<file path="config.mk">
export PLATFORM = sky130hd
export DESIGN_NAME = regfile_sb
export DESIGN_NICKNAME = d
export VERILOG_FILES = /design/src/rtl/regfile_sb.sv
export SDC_FILE = /design/constraint.sdc
export NUM_CORES = 2
export LEC_CHECK = 0
export CAP_MARGIN = 25
export CORE_UTILIZATION = 50
export CTS_CLUSTER_SIZE = 40
export DETAILED_ROUTE_END_ITERATION = 10
export MAX_ROUTING_LAYER = met4
export PLACE_DENSITY = 0.75
export RECOVER_POWER = 25
export REMOVE_ABC_BUFFERS = 1
export SYNTH_ARGS = -nofsm -noshare
export SYNTH_HDL_FRONTEND = slang
export SYNTH_SLANG_ARGS = --single-unit
</file>
<file path="constraint.sdc">
create_clock -name clk -period 4.91 [get_ports clk]
set_input_delay 0.982 -clock clk [delete_from_list [all_inputs] [get_ports clk]]
set_output_delay 0.982 -clock clk [all_outputs]
set_load 0.005 [all_outputs]
</file>
<file path="src/rtl/regfile_sb.sv">
// regfile_sb: NREG x XLEN register file with a per-register scoreboard and a
// bulk scrub engine.
//
// Index 0 is hardwired to zero. A write and a read of the same index in one
// cycle are bypassed combinationally, so the reader sees the new value and the
// busy flag drops in that same cycle. A clr_req in IDLE starts a scrub: the
// scoreboard is cleared at once, and then registers 1..NREG-1 are zeroed one
// per cycle. ready is low for the whole scrub.
//
// Ports:
//   clk                 rising-edge clock
//   rst                 synchronous active-high reset, overrides everything
//   rs1_idx, rs2_idx    read indices
//   rs1_data, rs2_data  combinational read data (with write bypass)
//   rs1_busy, rs2_busy  scoreboard pending-write flag for each read index
//   wr_en/wr_idx/wr_data  writeback port; the write also releases the reservation
//   rsv_en/rsv_idx      reserve a destination register at issue
//   clr_req             request a bulk scrub of all registers
//   ready               high while the scrub FSM is idle
module regfile_sb #(
    parameter int XLEN = 32,
    parameter int NREG = 32
) (
    input  logic                        clk,
    input  logic                        rst,
    input  logic [$clog2(NREG)-1:0]     rs1_idx,
    input  logic [$clog2(NREG)-1:0]     rs2_idx,
    output logic [XLEN-1:0]             rs1_data,
    output logic [XLEN-1:0]             rs2_data,
    output logic                        rs1_busy,
    output logic                        rs2_busy,
    input  logic                        wr_en,
    input  logic [$clog2(NREG)-1:0]     wr_idx,
    input  logic [XLEN-1:0]             wr_data,
    input  logic                        rsv_en,
    input  logic [$clog2(NREG)-1:0]     rsv_idx,
    input  logic                        clr_req,
    output logic                        ready
);

    localparam int AW = $clog2(NREG);
    localparam logic [AW-1:0] LAST_IDX = AW'(NREG - 1);

    typedef enum logic {
        IDLE  = 1'b0,
        SCRUB = 1'b1
    } state_t;

    state_t              state;
    logic [AW-1:0]       scrubCnt;
    logic [XLEN-1:0]     regs [NREG];
    logic [NREG-1:0]     sb;
    logic [NREG-1:0]     sbNext;
    logic                inIdle;
    logic                byp1;
    logic                byp2;

    assign inIdle = (state == IDLE);
    assign ready  = inIdle;

    // Release on writeback first, then reserve, so a producer issued in the
    // same cycle as the old producer's writeback keeps the register busy.
    always_comb begin
        sbNext = sb;
        if (wr_en) begin
            sbNext[wr_idx] = 1'b0;
        end
        if (rsv_en && (rsv_idx != '0)) begin
            sbNext[rsv_idx] = 1'b1;
        end
        sbNext[0] = 1'b0;
    end

    // Bypass only applies when the write will actually be accepted (IDLE).
    assign byp1 = inIdle && wr_en && (wr_idx == rs1_idx) && (rs1_idx != '0);
    assign byp2 = inIdle && wr_en && (wr_idx == rs2_idx) && (rs2_idx != '0);

    always_comb begin
        rs1_data = '0;
        rs2_data = '0;
        if (rs1_idx != '0) begin
            rs1_data = byp1 ? wr_data : regs[rs1_idx];
        end
        if (rs2_idx != '0) begin
            rs2_data = byp2 ? wr_data : regs[rs2_idx];
        end
    end

    // sb[0] is never set, so index 0 reads as not busy without a special case.
    assign rs1_busy = inIdle && sb[rs1_idx] && !(wr_en && (wr_idx == rs1_idx));
    assign rs2_busy = inIdle && sb[rs2_idx] && !(wr_en && (wr_idx == rs2_idx));

    always_ff @(posedge clk) begin
        if (rst) begin
            state    <= IDLE;
            scrubCnt <= '0;
            sb       <= '0;
            for (int i = 0; i < NREG; i++) begin
                regs[i] <= '0;
            end
        end else begin
            case (state)
                IDLE: begin
                    if (wr_en && (wr_idx != '0)) begin
                        regs[wr_idx] <= wr_data;
                    end
                    // A same-cycle write is still taken; the scrub zeroes it later.
                    if (clr_req) begin
                        state    <= SCRUB;
                        scrubCnt <= AW'(1);
                        sb       <= '0;
                    end else begin
                        sb <= sbNext;
                    end
                end
                SCRUB: begin
                    regs[scrubCnt] <= '0;
                    // Stop on the last index rather than wrapping back to 0.
                    if (scrubCnt == LAST_IDX) begin
                        state    <= IDLE;
                        scrubCnt <= '0;
                    end else begin
                        scrubCnt <= scrubCnt + AW'(1);
                    end
                end
                default: begin
                    state <= IDLE;
                end
            endcase
        end
    end

endmodule

</file>
**Word level (Yosys, flattened, before mapping)**

Memory sizes are Yosys's and may differ from the RTL's.
Index checks and enable logic that the tools add are counted.

- Bits of input ports: 57
- Output and inout bits: 67
- Memories: 1
- Bits in read-only memories: 0
- Bits in writable memories: 1024
- Word-level logic and storage cells: 78
- Bits in registers: 38
- Bits in latches: 0

Memory list:

| name | words | bits a word | rd ports | clocked after memory_dff | wr ports | line | RTL |
|---|---|---|---|---|---|---|---|
| regs | 32 | 32 | 2 | 0 | 32 | 51 | `logic [XLEN-1:0] regs [NREG];` |

- Reductions and logical operators: 23
- Shift operators: 0
- Multiplexer cells: 36
- Add/subtract/negate cells: 1
- Equality and inequality tests: 4
- Multipliers: 0
- $lt $le $gt $ge: 6
- Divide/modulo/power cells: 0
- Bitwise gates (word level): 4

Operators by type and width:

| operator | number |
|---|---|
| two-way mux 32 bit | 9 |
| OR reduction 32 bit | 2 |
| AND 32 bit | 1 |
| NOT 32 bit | 1 |
| bitwise OR 32 bit | 1 |
| less-than comparator 5 x 6 -> 1 bit, second input constant | 4 |
| two-way mux 5 bit | 4 |
| nonzero test 5 bit | 4 |
| two-way mux 1 bit | 17 |
| logical AND 1 bit | 15 |
| binary-select mux 1 bit (select 5 bit) | 2 |
| demux 1 bit (select 5 bit) | 2 |
| equality test 5 bit | 2 |
| greater-or-equal comparator 5 x 1 -> 1 bit, second input constant | 2 |
| one-hot mux 5 bit (2 select lines) | 1 |
| adder 5 x 1 -> 5 bit, second input constant | 1 |
| equality test 5 bit, second input constant | 1 |
| zero test 1 bit | 2 |
| != test 2 bit, second input constant | 1 |
| one-hot mux 1 bit (2 select lines) | 1 |
| NOT 1 bit | 1 |

**Depth between registers and ports, before layout**

- Depth after elaboration: 10
- Gate-level depth with buffers: 10
- Depth with buffers taken out: 7

**Least setup slack after synthesis**

Ideal clock, no wire load.

- Kind: input to register
- Start point: input wr_idx[0]
- End point: memory regs[8][0] (enable)
- Setup slack: 0.722 ns
- Cell stages on the path: 7
- Data required time: 4.482 ns
- Arrival time: 3.760 ns
- Cell sequence: buf_2 > nor3b_2 > nor3b_1 > o21bai_1 > buf_2 > buf_1 > o21bai_1

RTL lines:

| what | line | RTL |
|---|---|---|
| start, declared | 33 | `input logic [$clog2(NREG)-1:0] wr_idx,` |
| end, declared | 51 |  |

**Final worst setup path**

- Start point: input rs2_idx[2]
- End point: output rs2_data[11]

- Longest elaborated chain between the ends: 5
- Elaborated cells between the ends (all ways): 7
- Those cells by class: 1 x eq/ne; 2 x mux; 3 x reduce/logical; 1 x memory

RTL lines:

| what | line | RTL |
|---|---|---|
| start, declared | 27 | `input logic [$clog2(NREG)-1:0] rs2_idx,` |
| parallel branches: the longest is 4 deep, another holds memory (32 x 32 bit) | n/a |  |
| two-way mux 32 bit (*) | 84 | `if (rs2_idx != '0) begin` |
| end, declared | 29 | `output logic [XLEN-1:0] rs2_data,` |

Every way passes the cells marked *.

==> results.json <==
{
  "crit_path_end_kind": "primary output",
  "setup_viol": 2,
  "async_flop_share_pct": 0,
  "antenna_left": 0,
  "status": "finished, violations left",
  "critPathRequiredTime_ns": 3.93,
  "cts_made_buffers": 106,
  "path_class": "in2out",
  "worst_clock_skew_ns": 0.0224,
  "cts_resized": 0,
  "die_w_um": 338,
  "ios": 124,
  "ys_types": 68,
  "final_layout_size_suffix_gt1_share_pct": 19.6,
  "row_count": 122,
  "yosys-top-cells-area": "edfxtp_1, mux4_2, mux2i_1, nor3_1, nor2_1",
  "syn2layout_area_growth_pct": 12.6,
  "design.core.area_mm2": 0.111,
  "synth_top_area_cell": "edfxtp_1",
  "portBuffers": 123,
  "power_density_mw_per_mm2": 340,
  "die_y_um": 338,
  "wire_per_inst_um": 33.6,
  "syn-cell-area_mm2": 0.0564,
  "wl_met1_um": 66200,
  "grt.total_usage_pct": 35.2,
  "synth-seq-cells": 1061,
  "met3_length_um": 31700,
  "dp_slack_ns": 0.163,
  "place.gp.congestion": 0.914,
  "p_total_mw": 21.6,
  "routed_wl_um": 197000,
  "worst_pin_slew_ns": 2.90,
  "violations": "capacitance limit, slew limit, setup timing",
  "final.min_clock_period_ns": 5.07,
  "cts.path.max_buffers": 3,
  "design_area_mm2": 0.0636,
  "drc": 0,
  "ir_drop_v": 0.000263,
  "grt_max_degree": 129,
  "synth_top_area_share_pct": 54.5,
  "cts_tree": "built",
  "hold_class": "reg2reg",
  "clock-root-buffer": "clkbuf_16",
  "switchingPower_mw": 5.57,
  "fmax_mhz": 197,
  "report.final.hold_viol_count": 0,
  "gr-total-overflow": 0,
  "drv_cap": 8,
  "vias_per_cell": 7.32,
  "placed_area_mm2": 0.0603,
  "topRoutingLayerUsed": "met4",
  "final_nets": 4331,
  "slew_headroom_pct": -93.3,
  "fin_ws_ns": -0.157,
  "hpwl_um": 120000,
  "postSynthAreaPerCell_um2": 13.3,
  "synth_edf_count": 1024,
  "start_util_pct": 50.7,
  "yosysWarnings": 0,
  "rsz0062_at_grt": "false",
  "post_cts_buffers": 0,
  "period_share_pct": 103,
  "drv_slew": 381,
  "hold_slack_ns": 0.500,
  "seq_power_share_pct": 48.4,
  "worstSetupStartpointType": "input pin",
  "vias": 42800,
  "sw_frac_of_total_pct": 25.8,
  "path_cells": "buf_2, and2_2, buf_4, a22oi_1, a31oi_1, o211ai_1, o211a_1, clkdlybuf4s50_1",
  "wl_met2_um": 85800,
  "htreeDepth": 3,
  "dieArea_mm2": 0.114,
  "first_iter_violations": 7273,
  "clockPowerShare_pct": 37.7,
  "cts.sinks": 1061,
  "syn-instance-count": 4255,
  "ys_seq_area_share_pct": 55.8,
  "antenna_found_initial": 4,
  "hold_buffers": 0,
  "cp_slowest_cell": "a31oi_1",
  "combPwrFrac_pct": 13.9,
  "insertion_delay_ns": 0.69,
  "p_leak_nw": 21.9,
  "critPathArrivalTime_ns": 4.08,
  "cts.clk_slew.worst_paths_ns": 0.06,
  "intPower_mw": 16.0,
  "grt_pass1_vias": 41800,
  "dr.pass1.iters": 9,
  "grt_pass1_wl_um": 279000,
  "critPathMaxFanout": 15,
  "n_fill_cell": 8576,
  "synthFlopType": "edfxtp_1",
  "critical_path.max_stage_delay_ns": 0.57
}
[metrics by stage]
stage / utilization [%] / cells / setup TNS, ns
after floorplan: - / 3795 / -2675.95
after global placement: 54.2 / 5647 / 0
after detailed placement: 54.2 / 5649 / 0
after CTS: 57.3 / 5846 / 0
after global routing: 57.1 / 5853 / 0
final: 57.1 / 5855 / -0.169
[cell families after synthesis]
group	after synthesis	share of synthesized area (%)
simple gates	1365	11.4
flops	1061	55.8
mux	698	20.5
compound gates	623	7.89
buf+inv	495	4.22
xor+xnor	10	0.155
fa+ha+maj	2	0.0443
other cells	1	0.00664
[cell type report]
type	instances	area (um2)	area share, %
antenna	6	15.0	0.0236
clock buffer	124	2760	4.35
clock inverter	73	652	1.03
inverter	4	15.0	0.0236
multi-input combinational	2730	22900	36.1
sequential	1061	31500	49.5
tap	1488	1860	2.93
timing repair buffer	369	3840	6.04
[worst paths after layout]
| check | start | to | slack (ns) | cells past startpoint |
|---|---|---|---|---|
| setup / recovery | rs2_idx[2] | rs2_data[11] | -0.16 | 8 |
| hold / removal | sb[17] | sb[17] | 0.50 | 2 |
| setup reg to reg | state | regs[22][31] | 0.63 | 5 |
| hold reg to reg | sb[17] | sb[17] | 0.50 | 2 |
[placed cells by master, fill, tap and decap left out, drive strengths merged, types with 66 or more instances in the layout]
master	n
clkdlybuf4s50	112
nand2	81
edfxtp	1024
o21ai	72
nor2b	78
mux2i	291
buf	234
a211oi	66
nor3	520
mux4	358
clkbuf	146
o22ai	82
nor2	504
a22oi	143
[flip-flops by register name (all words and copies together), names as in the netlist]
signal	count
state	1
scrubCnt	5
regs	1024
sb	31
[critical path, delay by kind of cell]
family | cells | cell delay [ns]
buf+inv | 3 | 1.36
compound gates | 4 | 1.11
simple gates | 1 | 0.56
[metal layers]
layer | GRT usage [%] | up-vias
li1 | - | 16800
met1 | 44.6 | 21200
met2 | 51.0 | 4005
met3 | 10.4 | 839
met4 | 19.1 | 0
met5 | - | -
[synth_stat cells (all sizes together) (33+ instances only)]
library cell	n
edfxtp	1024
nor3	520
nor2	504
mux4	358
mux2i	291
clkbuf	272
buf	219
a22oi	143
o22ai	82
nand2	81
nor2b	78
o21ai	72
a211oi	66
nand3	58
mux2	49
o211a	49
a21oi	47
dfxtp	37
a22o	34
or3	33
[power by group through the flow]
stage               combinational, mW  clock (mW)  sequential [mW]
CTS                              2.93        8.10             10.4
detailed placement               2.91           0             10.6
floorplan                        1.40           0             10.6
finish                           3.01        8.13             10.5
global route                     3.07        8.42             10.5
global placement                 2.87           0             10.6
Note: power is estimated with default switching activity, not from simulation.
